[src/rtl/adc_link_pkg.sv]
`default_nettype none
// +----------------------------------------------------------------------------+
// | Module  : adc_link_pkg                                                     |
// | Purpose : Shared definitions for the ADC sample -> host UART link: default |
// |           sync byte, frame length, serialiser state encoding and the frame |
// |           checksum function.                                               |
// | Ports   : none (package)                                                   |
// | Rev     : 1.0 - initial release                                            |
// +----------------------------------------------------------------------------+
package adc_link_pkg;

  localparam logic [7:0] DEF_SYNC_BYTE = 8'hA5;
  localparam int         FRAME_BYTES   = 4;

  typedef enum logic [1:0] {
    IDLE  = 2'd0,
    START = 2'd1,
    DATA  = 2'd2,
    STOP  = 2'd3
  } tx_state_t;

  // Checksum byte closing every frame: XOR of the sync byte and both sample bytes.
  function automatic logic [7:0] frame_chk(input logic [7:0] hi,
                                           input logic [7:0] lo,
                                           input logic [7:0] sync = DEF_SYNC_BYTE);
    return sync ^ hi ^ lo;
  endfunction

endpackage
`default_nettype wire

[src/rtl/uart_tx_byte.sv]
`default_nettype none
// +----------------------------------------------------------------------------+
// | Module  : uart_tx_byte                                                     |
// | Purpose : 8N1 byte serialiser. One start bit, 8 data bits LSB first, one   |
// |           stop bit, each exactly DIV clk cycles. A byte offered during the |
// |           last stop-bit cycle is chained with no idle gap.                 |
// | Ports   : clk, rst_n (async, active-low)                                   |
// |           byte_in[7:0], byte_valid -> byte to send                         |
// |           byte_ready  <- a byte offered this cycle is taken                |
// |           byte_done   <- pulse in the last cycle of the stop bit           |
// |           txd         <- serial line, registered, idles high               |
// | Rev     : 1.0 - initial release                                            |
// +----------------------------------------------------------------------------+
module uart_tx_byte
  import adc_link_pkg::*;
#(
  parameter int DIV = 434
) (
  input  logic       clk,
  input  logic       rst_n,
  input  logic [7:0] byte_in,
  input  logic       byte_valid,
  output logic       byte_ready,
  output logic       byte_done,
  output logic       txd
);

  localparam int               CNT_W    = $clog2(DIV);
  localparam logic [CNT_W-1:0] C_RELOAD = CNT_W'(DIV - 1);
  localparam logic [CNT_W-1:0] C_ONE    = CNT_W'(1);

  tx_state_t        r_state;
  logic [CNT_W-1:0] r_baud_cnt;
  logic [2:0]       r_bit_idx;
  logic [7:0]       r_shreg;
  logic             r_txd;
  logic             r_byte_done;

  logic w_bit_end;

  assign w_bit_end  = (r_baud_cnt == '0);
  // Ready while idle, and also in the final stop-bit cycle so consecutive
  // bytes run back to back.
  assign byte_ready = (r_state == IDLE) || ((r_state == STOP) && w_bit_end);
  assign byte_done  = r_byte_done;
  assign txd        = r_txd;

  always_ff @(posedge clk or negedge rst_n) begin
    if (!rst_n) begin
      r_state     <= IDLE;
      r_baud_cnt  <= '0;
      r_bit_idx   <= '0;
      r_shreg     <= '0;
      r_txd       <= 1'b1;
      r_byte_done <= 1'b0;
    end else begin
      // Raised one cycle early so the pulse lands on the final stop-bit cycle;
      // DIV >= 2 guarantees the counter passes through 1.
      r_byte_done <= (r_state == STOP) && (r_baud_cnt == C_ONE);

      case (r_state)
        IDLE: begin
          r_txd <= 1'b1;
          if (byte_valid) begin
            r_shreg    <= byte_in;
            r_baud_cnt <= C_RELOAD;
            r_txd      <= 1'b0;
            r_state    <= START;
          end
        end

        START: begin
          if (w_bit_end) begin
            r_baud_cnt <= C_RELOAD;
            r_bit_idx  <= '0;
            r_txd      <= r_shreg[0];
            r_state    <= DATA;
          end else begin
            r_baud_cnt <= r_baud_cnt - 1'b1;
          end
        end

        DATA: begin
          if (w_bit_end) begin
            r_baud_cnt <= C_RELOAD;
            if (r_bit_idx == 3'd7) begin
              r_txd   <= 1'b1;
              r_state <= STOP;
            end else begin
              r_bit_idx <= r_bit_idx + 1'b1;
              r_shreg   <= {1'b0, r_shreg[7:1]};
              r_txd     <= r_shreg[1];
            end
          end else begin
            r_baud_cnt <= r_baud_cnt - 1'b1;
          end
        end

        STOP: begin
          if (w_bit_end) begin
            if (byte_valid) begin
              r_shreg    <= byte_in;
              r_baud_cnt <= C_RELOAD;
              r_txd      <= 1'b0;
              r_state    <= START;
            end else begin
              r_txd   <= 1'b1;
              r_state <= IDLE;
            end
          end else begin
            r_baud_cnt <= r_baud_cnt - 1'b1;
          end
        end

        default: begin
          r_txd   <= 1'b1;
          r_state <= IDLE;
        end
      endcase
    end
  end

endmodule
`default_nettype wire

[src/rtl/adc_sample_uart_tx.sv]
`default_nettype none
// +----------------------------------------------------------------------------+
// | Module  : adc_sample_uart_tx                                               |
// | Purpose : Serialises each accepted 16-bit ADC sample as a 4-byte 8N1 frame |
// |           SYNC, MSB, LSB, CHK on the host-link txd pin. Counts samples     |
// |           that arrive while a frame is in flight.                          |
// | Ports   : clk, rst_n (async, active-low)                                   |
// |           sample_in[15:0], sample_valid -> sample strobe                   |
// |           sample_ready <- idle, strobe accepted                            |
// |           txd          <- UART line, idles high                            |
// |           busy         <- frame in progress (~sample_ready)                |
// |           frame_done   <- pulse in last cycle of the final stop bit        |
// |           drop_cnt     <- saturating count of strobes seen while busy      |
// | Rev     : 1.0 - initial release                                            |
// +----------------------------------------------------------------------------+
module adc_sample_uart_tx
  import adc_link_pkg::*;
#(
  parameter int         CLK_HZ    = 50_000_000,
  parameter int         BAUD      = 115_200,
  parameter logic [7:0] SYNC_BYTE = DEF_SYNC_BYTE
) (
  input  logic        clk,
  input  logic        rst_n,
  input  logic [15:0] sample_in,
  input  logic        sample_valid,
  output logic        sample_ready,
  output logic        txd,
  output logic        busy,
  output logic        frame_done,
  output logic [15:0] drop_cnt
);

  localparam int               DIV        = CLK_HZ / BAUD;
  localparam int               IDX_W      = $clog2(FRAME_BYTES);
  localparam logic [IDX_W-1:0] C_LAST_IDX = IDX_W'(FRAME_BYTES - 1);
  localparam logic [IDX_W-1:0] C_IDX_ONE  = IDX_W'(1);

  logic             r_busy;
  logic [7:0]       r_hi;
  logic [7:0]       r_lo;
  logic [7:0]       r_chk;
  logic [IDX_W-1:0] r_byte_idx;   // next frame byte to hand to the serialiser
  logic             r_pending;    // bytes remain to be handed over
  logic [15:0]      r_drop_cnt;

  logic       w_accept;
  logic       w_drop;
  logic [7:0] w_byte;
  logic       w_byte_valid;
  logic       w_byte_ready;
  logic       w_byte_done;
  logic       w_frame_done;

  assign w_accept = sample_valid && !r_busy;
  assign w_drop   = sample_valid && r_busy;

  // The sync byte is handed over in the accept cycle itself, which is what
  // gives the one-cycle latency to the first start bit.
  always_comb begin
    w_byte = SYNC_BYTE;
    if (r_busy) begin
      case (r_byte_idx)
        2'd1:    w_byte = r_hi;
        2'd2:    w_byte = r_lo;
        2'd3:    w_byte = r_chk;
        default: w_byte = SYNC_BYTE;
      endcase
    end
  end

  assign w_byte_valid = w_accept || r_pending;
  // The last byte's stop bit ends with nothing left to hand over.
  assign w_frame_done = w_byte_done && !r_pending;

  uart_tx_byte #(
    .DIV (DIV)
  ) u_tx (
    .clk        (clk),
    .rst_n      (rst_n),
    .byte_in    (w_byte),
    .byte_valid (w_byte_valid),
    .byte_ready (w_byte_ready),
    .byte_done  (w_byte_done),
    .txd        (txd)
  );

  always_ff @(posedge clk or negedge rst_n) begin
    if (!rst_n) begin
      r_busy     <= 1'b0;
      r_hi       <= '0;
      r_lo       <= '0;
      r_chk      <= '0;
      r_byte_idx <= '0;
      r_pending  <= 1'b0;
    end else if (w_accept) begin
      r_busy     <= 1'b1;
      r_hi       <= sample_in[15:8];
      r_lo       <= sample_in[7:0];
      r_chk      <= frame_chk(sample_in[15:8], sample_in[7:0], SYNC_BYTE);
      r_byte_idx <= C_IDX_ONE;
      r_pending  <= 1'b1;
    end else if (r_busy) begin
      if (r_pending && w_byte_ready) begin
        if (r_byte_idx == C_LAST_IDX) begin
          r_pending <= 1'b0;
        end else begin
          r_byte_idx <= r_byte_idx + 1'b1;
        end
      end
      if (w_frame_done) begin
        r_busy <= 1'b0;
      end
    end
  end

  // Only written on a countable drop, so the count simply holds otherwise.
  always_ff @(posedge clk or negedge rst_n) begin
    if (!rst_n) begin
      r_drop_cnt <= '0;
    end else if (w_drop && (r_drop_cnt != 16'hFFFF)) begin
      r_drop_cnt <= r_drop_cnt + 16'd1;
    end
  end

  assign sample_ready = !r_busy;
  assign busy         = r_busy;
  assign frame_done   = w_frame_done;
  assign drop_cnt     = r_drop_cnt;

endmodule
`default_nettype wire
[config.mk]
export PLATFORM = sky130hd
export DESIGN_NAME = adc_sample_uart_tx
export DESIGN_NICKNAME = d
export VERILOG_FILES = /design/src/rtl/adc_link_pkg.sv /design/src/rtl/uart_tx_byte.sv /design/src/rtl/adc_sample_uart_tx.sv
export SDC_FILE = /design/constraint.sdc
export NUM_CORES = 1
export LEC_CHECK = 0
export ABC_AREA = 1
export BUFFER_PORTS_ARGS = -buffer_cell sky130_fd_sc_hd__buf_2
export CAP_MARGIN = 25
export CELL_PAD_IN_SITES_DETAIL_PLACEMENT = 1
export CELL_PAD_IN_SITES_GLOBAL_PLACEMENT = 2
export CORE_MARGIN = 2
export CORE_UTILIZATION = 27
export DETAILED_ROUTE_END_ITERATION = 10
export PLACE_DENSITY = 0.75
export SLEW_MARGIN = 20
export SYNTH_ARGS = -nofsm -noshare
export SYNTH_HDL_FRONTEND = slang
export SYNTH_HIERARCHICAL = 1
export SYNTH_SLANG_ARGS = --single-unit
[constraint.sdc]
create_clock -name clk -period 2.4 [get_ports clk]
set_clock_uncertainty 0.15 [all_clocks]
set_input_delay 0.36 -clock clk [delete_from_list [all_inputs] [get_ports clk]]
set_output_delay 0.36 -clock clk [all_outputs]
set_load 0.02 [all_outputs]
==> results of run 1 <==
per-layer routing:
metal | vias to the layer above | share of wire (%) | GRT usage (%)
met5 | - | 0 | 0
met2 | 44 | 47 | 23.59
met3 | 15 | 3.1 | 2.995
li1 | 1774 | - | -
met4 | 0 | 2.5 | 7.386
met1 | 1702 | 47 | 18.43
synth_stat cells:
cell type / instances
o31ai_1: 1
nor3_1: 1
xor2_1: 5
nand2_1: 212
dfstp_2: 1
clkbuf_1: 4
o21ai_2: 9
nand4_1: 11
buf_6: 3
a21boi_0: 2
inv_2: 3
nor2_4: 5
nand3b_1: 2
buf_2: 4
nor2_1: 39
or2_2: 2
o21ai_4: 1
o21ai_0: 19
nand2_4: 4
o21bai_4: 1
inv_1: 39
a21oi_1: 9
dfrtp_1: 67
a21oi_2: 1
nand3_1: 34
or2_1: 1
xnor2_1: 3
ha_1: 14
a211oi_1: 1
nand2_2: 11
o31ai_2: 1
o221ai_1: 3
o21ai_1: 5
nor2_2: 4
or3_1: 1
cell type report:
type                            instances  area, um^2
Inverter                               42       157.7
Multi-Input combinational cell        402        2023
Fill cell                            1800        9674
Clock buffer                           10       239.0
Timing Repair Buffer                   55       332.8
Tap cell                              184       230.2
Clock inverter                          6       63.81
Sequential cell                        68        1703
what timing repair did:
item | in CTS | in global routing
hold endpoints to repair | 67 | 0
hold buffers | 1 | 0
setup buffers | 0 | 0
state kept, by name, summed over array words and instances (netlist names):
name and cells:
u_tx/r_bit_idx 3, busy 1, r_hi 8, r_byte_idx 2
r_chk 8, u_tx/txd 1, u_tx/r_shreg 8, u_tx/r_baud_cnt 9
u_tx/byte_done 1, r_lo 8, drop_cnt 16, u_tx/r_state 2
r_pending 1
through the flow:
stage	power [mW]	hold WS [ns]	instance area, um^2	utilization, %	setup slack [ns]
2_1_floorplan	1.497	-0.08559	3953	-	0.2902
6_report	3.032	0.04831	4750	32.93	0.2878
3_5_place_dp	1.694	0.2779	4437	30.76	0.2760
4_1_cts	3.080	0.03201	4750	32.93	0.2795
3_3_place_gp	1.683	0.2728	4437	30.76	0.3167
5_1_grt	3.177	0.05295	4750	32.93	0.1317
critical path, stage by stage (launching register included):
cell,delay (ns)
dfrtp_1,0.38
ha_1,0.23
inv_2,0.09
nor2_4,0.05
nand2_4,0.07
nor2_4,0.04
nor2_2,0.64
buf_4,0.29
nand2_2,0.06
o21ai_2,0.05
power groups by stage:
stage,combinational (mW),sequential [mW],clock (mW)
finish,0.416,1.25,1.36
global route,0.458,1.26,1.46
CTS,0.423,1.26,1.40
detailed placement,0.419,1.28,0
global placement,0.413,1.27,0
floorplan,0.162,1.34,0
cells in the final DEF (no fill, tap or decap), types with 2 or more instances in the layout:
master        n
a21oi_1       9
inv_1        39
a21boi_0      2
clkinvlp_4    2
clkbuf_16     9
nor2_1       39
nand2_4       4
nor2_4        5
nand2_2      11
nand4_1      11
nor2_2        4
xor2_1        5
o21ai_1       5
nand3_1      34
nand2_1     212
or2_2         2
nand3b_1      2
xnor2_1       3
ha_1         14
o221ai_1      3
buf_4        15
o21ai_0      19
clkinv_2      2
buf_2        38
dfrtp_1      67
o21ai_2       9
inv_2         3
how the worst max path moves through the flow:
stage               cells past startpoint                      endpoint               startpoint
CTS                                     9       drop_cnt[3]$_DFFE_PN0P_  drop_cnt[0]$_DFFE_PN0P_
detailed placement                      9       drop_cnt[3]$_DFFE_PN0P_  drop_cnt[0]$_DFFE_PN0P_
global route                            9       drop_cnt[1]$_DFFE_PN0P_  drop_cnt[1]$_DFFE_PN0P_
floorplan                               9  u_tx/r_baud_cnt[5]$_DFF_PN0_           busy$_DFF_PN0_
finish                                  9       drop_cnt[8]$_DFFE_PN0P_  drop_cnt[0]$_DFFE_PN0P_
global placement                        9       drop_cnt[3]$_DFFE_PN0P_  drop_cnt[0]$_DFFE_PN0P_
kinds of logic (layout without fill, tap and decap cells):
| logic type | after synthesis | count (layout) | synth area share (%) |
|---|---|---|---|
| compound gates | 53 | 53 | 9.022 |
| flops | 68 | 68 | 43.08 |
| simple gates | 327 | 327 | 35.96 |
| xor+xnor | 8 | 8 | 1.773 |
| fa+ha+maj | 14 | 14 | 4.432 |
| buf+inv | 53 | 113 | 5.729 |
==> reports/qor.yml, run 1 <==
floorplanning:
  fp-row-count: 44
  fp.dieH_um: 125.0
  core_mm2: 0.01442
  dieArea_mm2: 0.01562
  io_pins: 39
  die_w_um: 125.0
  initial_core_util_pct: 27.40
power:
  p_int_mw: 2.180
  p_per_area_mw_per_mm2: 638.5
  pwr-share-clk_pct: 44.9
  power.share.sequential_pct: 41.4
  switching_share_pct: 28.09
  p_leak_nw: 2.468
  p_sw_mw: 0.8519
  ir_drop_mv: 0.3115
  p_comb_share_pct: 13.7
routing:
  drc: 0
  dr.first_iter.drc_count: 75
  detail-route-antenna-nets: 0
  num_vias: 3535
  first_pass_iters: 4
  routed_wl_mm: 10.70
  viasPerCell: 4.609
  wl_per_cell_um: 13.96
global_route:
  grt_pass1_vias: 3740
  antenna_found_initial: 0
  grt_usage_pct: 14.55
  overflow: 0
  grt_start_max_net_pins: 69
  grt_pass1_wl_mm: 18.26
worst_setup_path:
  critPathLaunchType: "flip-flop"
  critPathMaxFanout: 15
  endpoint_kind: "flip-flop"
  arrival_ns: 2.24
  reg2regPathDepth: 9
  reg2reg_from: "drop_cnt[0]$_DFFE_PN0P_"
  r2r_end: "drop_cnt[8]$_DFFE_PN0P_"
  r2r_slack_ns: 0.29
  worst_ep_required_time_ns: 2.52
  crit_type: "flip-flop to flip-flop"
sta:
  period_share_pct: 88.01
  fmaxAchievable_mhz: 473.4
  relSlewSlack_pct: 43.81
  fin_crit_ns: 2.112
  setup_viol: 0
  tns_ns: 0
  tightestPinTransition_ns: 0.8419
  hold_viol_final: 0
  finalMaxSlewViolations: 0
  rsz0062_at_grt: "no"
yosys:
  netlist_top_cells_area: "dfrtp_1 (42%), nand2_1 (20%), ha_1 (4.4%)"
  synth_seq_area_share_pct: 43.08
  yosysTopAreaCell: "dfrtp_1"
  syn_area_mm2: 0.003953
  ys_types: 35
  syn_avg_cell_area_um2: 7.557
  yosys_warnings: 6
  syn_nets: 556
  ys_ff_latch: 68
  syn_inst: 523
  yosys.area.top_type_share_pct: 42.42
worst_hold_path:
  min_from: "sample_in[5]"
  hp-class: "input pin to flip-flop"
  holdPathEnd: "r_chk[5]$_DFFE_PN0P_"
  min_path_cells: 2
cts:
  clock-sinks: 68
  cts_buffers: 9
  insertion_delay_ns: 0.35
  clockBufferDepth: 2
  cts_max_level: 3
  cts_resized: 0
  tritoncts: "built"
  root_buffer: "clkbuf_16"
  path_clk_slew_ns: 0.06
placed_design:
  gp_congestion: 0.7934
  io_buffers: 38
  dp_cells: 750
  place.detailed.hpwl_mm: 8.000
cells_and_area:
  final-instance-count-excl-fill: 767
  antenna_cells: 0
  fin_nets: 611
  syn_to_final_growth_pct: 20.16
  drive_gt1_share_pct: 19.38
run:
  maxCapViolations: 0
run_status:
  status: "completed"
(Power assumes the default switching activity.)
==> run 2, diff against run 1 <==
ABC_CLOCK_PERIOD_IN_PS = 2400   (was default)
MAX_ROUTING_LAYER = met4   (was default)
==> reports/qor.yml, run 2 (synthesis results as in run 1) <==
floorplanning:
  fp-row-count: 44
  io_pins: 39
  core_mm2: 0.01442
  die_w_um: 125.0
  initial_core_util_pct: 27.40
  dieArea_mm2: 0.01562
  fp.dieH_um: 125.0
worst_setup_path:
  cp_common_cell: "nor2_4"
  slowest_delay_ns: 0.64
  slowest_stage: "nor2_2"
  r2r_end: "drop_cnt[8]$_DFFE_PN0P_"
  reg2regPathDepth: 9
  reg2reg_from: "drop_cnt[0]$_DFFE_PN0P_"
  crit_start: "drop_cnt[0]$_DFFE_PN0P_"
  crit_cells: 9
  crit_chain: "ha_1 -> inv_2 -> nor2_4 -> nand2_4 -> nor2_4 -> nor2_2 -> buf_4 -> nand2_2 -> o21ai_2"
  endpoint_kind: "flip-flop"
  critPathLaunchType: "flip-flop"
  r2r_slack_ns: 0.29
  worst_ep_required_time_ns: 2.53
  critical_path_buf_inv_count: 2
  critPathMaxFanout: 15
  critical_path.top_delay_family: "simple AND/OR/NAND/NOR gates"
  arrival_ns: 2.24
  crit_type: "flip-flop to flip-flop"
cells_and_area:
  final-instance-count-excl-fill: 767
  fillers: 1800
  drive_gt1_share_pct: 19.38
  layout_commonest_cell: "nand2_1"
  antenna_cells: 0
  syn_to_final_growth_pct: 20.16
  largest_reg_flops: 16
  layout_common_cells: "nand2_1 (212), dfrtp_1 (67), inv_1 (39), nor2_1 (39), buf_2 (38)"
  fin_nets: 611
placed_design:
  place.detailed.hpwl_mm: 8.000
  dp_cells: 750
  gp_congestion: 0.8047
  io_buffers: 38
routing:
  drc: 0
  dr.first_iter.drc_count: 74
  detail-route-antenna-nets: 0
  viasPerCell: 4.601
  routed_wl_mm: 10.68
  wl_per_cell_um: 13.93
  num_vias: 3529
  first_pass_iters: 4
global_route:
  grt_usage_pct: 14.96
  grt_start_max_net_pins: 69
  grt_pass1_wl_mm: 18.22
  antenna_found_initial: 0
  grt_pass1_vias: 3745
  overflow: 0
cts:
  clockBufferDepth: 2
  tritoncts: "built"
  clock-sinks: 68
  insertion_delay_ns: 0.35
  cts_buffers: 9
  root_buffer: "clkbuf_16"
  cts_max_level: 3
  path_clk_slew_ns: 0.06
  postCtsSetupBuffers: 0
sta:
  tns_ns: 0
  fin_crit_ns: 2.111
  fmaxAchievable_mhz: 473.6
  tightestPinTransition_ns: 0.8412
  relSlewSlack_pct: 43.86
  finalMaxSlewViolations: 0
  holdWs_ns: 0.04694
  rsz0062_at_grt: "no"
  period_share_pct: 87.98
  setup_viol: 0
  hold_viol_final: 0
worst_hold_path:
  hp-class: "input pin to flip-flop"
  min_from: "sample_in[5]"
  holdPathEnd: "r_chk[5]$_DFFE_PN0P_"
  min_path_cells: 2
power:
  ir_drop_mv: 0.3133
  total_power_mw: 3.038
  p_per_area_mw_per_mm2: 639.6
  p_leak_nw: 2.468
run:
  maxCapViolations: 0
run_status:
  status: "completed"
==> run 2: cell counts in the layout (fill, tap and decap cells not counted) <==
No cell type changed its count.
==> run 2: metrics by stage <==
| stage | util [%] | area (um^2) | setup WS [ns] |
|---|---|---|---|
| 2_1_floorplan | - | 3953 | 0.2902 |
| 3_3_place_gp | 30.76 | 4437 | 0.3167 |
| 3_5_place_dp | 30.76 | 4437 | 0.2760 |
| 4_1_cts | 32.93 | 4750 | 0.2795 |
| 5_1_grt | 32.93 | 4750 | 0.1317 |
| 6_report | 32.93 | 4750 | 0.2886 |
==> run 2: per-layer routing <==
| metal | part of all wire (%) | global-route usage, % |
|---|---|---|
| met2 | 47 | 23.75 |
| met3 | 3.0 | 2.824 |
| met4 | 2.5 | 7.386 |
| met1 | 47 | 18.32 |
| met5 | 0 | - |
==> run 2: worst max-delay path by stage <==
stage	end	slack (ns)
6_report	drop_cnt[8]$_DFFE_PN0P_	0.29
5_1_grt	drop_cnt[1]$_DFFE_PN0P_	0.13
4_1_cts	drop_cnt[3]$_DFFE_PN0P_	0.28
3_5_place_dp	drop_cnt[3]$_DFFE_PN0P_	0.28
3_3_place_gp	drop_cnt[3]$_DFFE_PN0P_	0.32
2_1_floorplan	u_tx/r_baud_cnt[5]$_DFF_PN0_	0.29
==> run 2: power by group <==
group / total (mW) / switching [mW] / internal (mW)
Clock: 1.37 / 0.538 / 0.830
Sequential: 1.25 / 0.0585 / 1.20
Combinational: 0.416 / 0.261 / 0.155
Total: 3.04 / 0.857 / 2.18
==> run 2: what timing repair did <==
action	4_1_cts	5_1_grt
endpoints found under the hold margin	67	0
hold buffers	1	0
gates resized for setup	0	0
setup endpoints to repair	0	0
==> run 2: cell type report <==
| cell class | count | area (um^2) | area share [%] |
|---|---|---|---|
| Tap cell | 184 | 230.2 | 4.847 |
| Multi-Input combinational cell | 402 | 2023 | 42.60 |
| Clock buffer | 10 | 239.0 | 5.032 |
| Inverter | 42 | 157.7 | 3.319 |
| Sequential cell | 68 | 1703 | 35.85 |
| Clock inverter | 6 | 63.81 | 1.344 |
| Timing Repair Buffer | 55 | 332.8 | 7.007 |
==> run 3, diff against run 2 <==
ABC_CLOCK_PERIOD_IN_PS = 1800   (was 2400)
CORE_UTILIZATION = 31   (was 27)
GPL_TIMING_DRIVEN = 0   (was default)
PLACE_DENSITY = 0.86   (was 0.75)
clock period = 1.8 ns   (was 2.4 ns; I/O delays follow)
==> reports/qor.yml, run 3 (synthesis results as in run 1) <==
power:
  p_leak_nw: 2.523
  total_power_mw: 4.110
  ir_drop_mv: 0.4819
  p_per_area_mw_per_mm2: 821.3
floorplanning:
  die_w_um: 116.9
  dieArea_mm2: 0.01367
  initial_core_util_pct: 31.58
  fp.dieH_um: 116.9
  fp-row-count: 41
  core_mm2: 0.01252
  io_pins: 39
worst_hold_path:
  holdPathEnd: "r_hi[3]$_DFFE_PN0P_"
  min_path_cells: 3
  hp-class: "input pin to flip-flop"
  min_from: "sample_in[11]"
worst_setup_path:
  critPathLaunchType: "flip-flop"
  worst_ep_required_time_ns: 1.89
  arrival_ns: 1.85
  slowest_delay_ns: 0.39
  crit_type: "flip-flop to flip-flop"
  reg2regPathDepth: 9
  r2r_slack_ns: 0.04
  crit_chain: "inv_4 -> nand2_4 -> inv_8 -> or2_4 -> or2_4 -> o21ai_4 -> nand2_1 -> nand2_1 -> inv_1"
  critical_path_buf_inv_count: 3
  critPathMaxFanout: 10
  critical_path.top_delay_family: "simple AND/OR/NAND/NOR gates"
  reg2reg_from: "busy$_DFF_PN0_"
  r2r_end: "u_tx/r_baud_cnt[0]$_DFF_PN0_"
  endpoint_kind: "flip-flop"
  slowest_stage: "dfrtp_2"
placed_design:
  io_buffers: 38
  gp_congestion: 0.7841
  dp_slack_ns: -0.3489
  dp_cells: 734
  place.detailed.hpwl_mm: 7.892
cells_and_area:
  layout_common_cells: "nand2_1 (209), dfrtp_1 (61), buf_2 (40), nor2_1 (36), nand3_1 (34)"
  postLayoutCoreUtil_pct: 39.97
  fillers: 1586
  layout_commonest_cell: "nand2_1"
  final-instance-count-excl-fill: 763
  layout.area.seq_mm2: 0.001710
  multi_input_area_mm2: 0.002163
  largest_reg_flops: 16
  antenna_cells: 0
  fin_nets: 619
  syn_to_final_growth_pct: 26.59
  drive_gt1_share_pct: 24.53
sta:
  fmaxAchievable_mhz: 567.0
  period_share_pct: 97.98
  setup_ws_ns: 0.03638
  rsz0062_at_grt: "yes"
  setup_viol: 0
  hold_viol_final: 0
  fin_crit_ns: 1.764
  tightestPinTransition_ns: 0.4489
  relSlewSlack_pct: 70.07
  finalMaxSlewViolations: 0
run_status:
  status: "completed"
global_route:
  grt_start_max_net_pins: 42
  antenna_found_initial: 0
  overflow: 0
  grt_usage_pct: 18.46
  grt_pass1_wl_mm: 18.90
  grt_pass1_vias: 3883
routing:
  routed_wl_mm: 11.08
  dr.first_iter.drc_count: 116
  drc: 0
  detail-route-antenna-nets: 0
  num_vias: 3643
  first_pass_iters: 4
  viasPerCell: 4.775
  wl_per_cell_um: 14.52
cts:
  path_clk_slew_ns: 0.06
  clock-sinks: 68
  clockBufferDepth: 2
  root_buffer: "clkbuf_16"
  tritoncts: "built"
  insertion_delay_ns: 0.34
  cts_buffers: 9
  cts_max_level: 3
run:
  maxCapViolations: 0
-- run 3: cell types whose count changed in the layout (fill, tap and decap cells not counted), sizes merged --
cell,delta
clkinvlp,-1
bufinv,+1
buf,+2
o21bai,+1
dlygate4sd3,+4
clkinv,+1
-- run 3: how the worst max path moves through the flow --
stage	cells past startpoint	start	to
floorplan	9	busy$_DFF_PN0_	u_tx/r_baud_cnt[5]$_DFF_PN0_
global placement	1	rst_n	busy$_DFF_PN0_
detailed placement	8	u_tx/r_state[0]$_DFFE_PN0P_	r_byte_idx[0]$_DFFE_PN0P_
CTS	6	u_tx/r_state[0]$_DFFE_PN0P_	r_byte_idx[0]$_DFFE_PN0P_
global route	6	drop_cnt[13]$_DFFE_PN0P_	drop_cnt[2]$_DFFE_PN0P_
finish	9	busy$_DFF_PN0_	u_tx/r_baud_cnt[0]$_DFF_PN0_
-- run 3: cell type report --
type	count	area share, %
Multi-Input combinational cell	403	43.24
Sequential cell	68	34.18
Inverter	42	3.351
Buffer	8	1.200
Clock buffer	9	4.501
Tap cell	172	4.301
Timing Repair Buffer	54	7.402
Clock inverter	7	1.825
-- run 3: tightest hold or removal path: stages --
cell and delay [ns]:
buf_2 0.09, nand2_1 0.06, nand2_1 0.06
-- run 3: metal layers --
layer	vias up	global-route usage [%]	part of all wire [%]
met1	1776	22.90	46
li1	1795	-	-
met2	53	29.75	49
met3	19	3.193	2.7
met5	-	-	0
met4	0	8.078	2.5
-- run 3: repair_timing --
action / CTS / global route
gates cloned: 0 / 1
resized for setup: 19 / 25
hold endpoints to repair: 31 / 0
hold buffers: 5 / 0
setup endpoints to repair: 41 / 36
pin swaps: 1 / 10
setup buffers: 2 / 8
-- run 3: per-stage QoR --
stage	setup TNS, ns	cell area [um^2]	hold WS [ns]
final	0	5004	0.01674
after CTS	-0.07039	4841	0.002020
after floorplan	0	3961	-0.1756
after global routing	-0.1911	5004	0.03256
after global placement	-13.53	4367	0.3034
after detailed placement	-5.056	4397	0.07671
-- run 3: power breakdown --
part           switching (mW)  total, mW  internal (mW)
Sequential              0.107       1.70           1.60
Combinational           0.311      0.493          0.182
Clock                   0.705       1.91           1.21
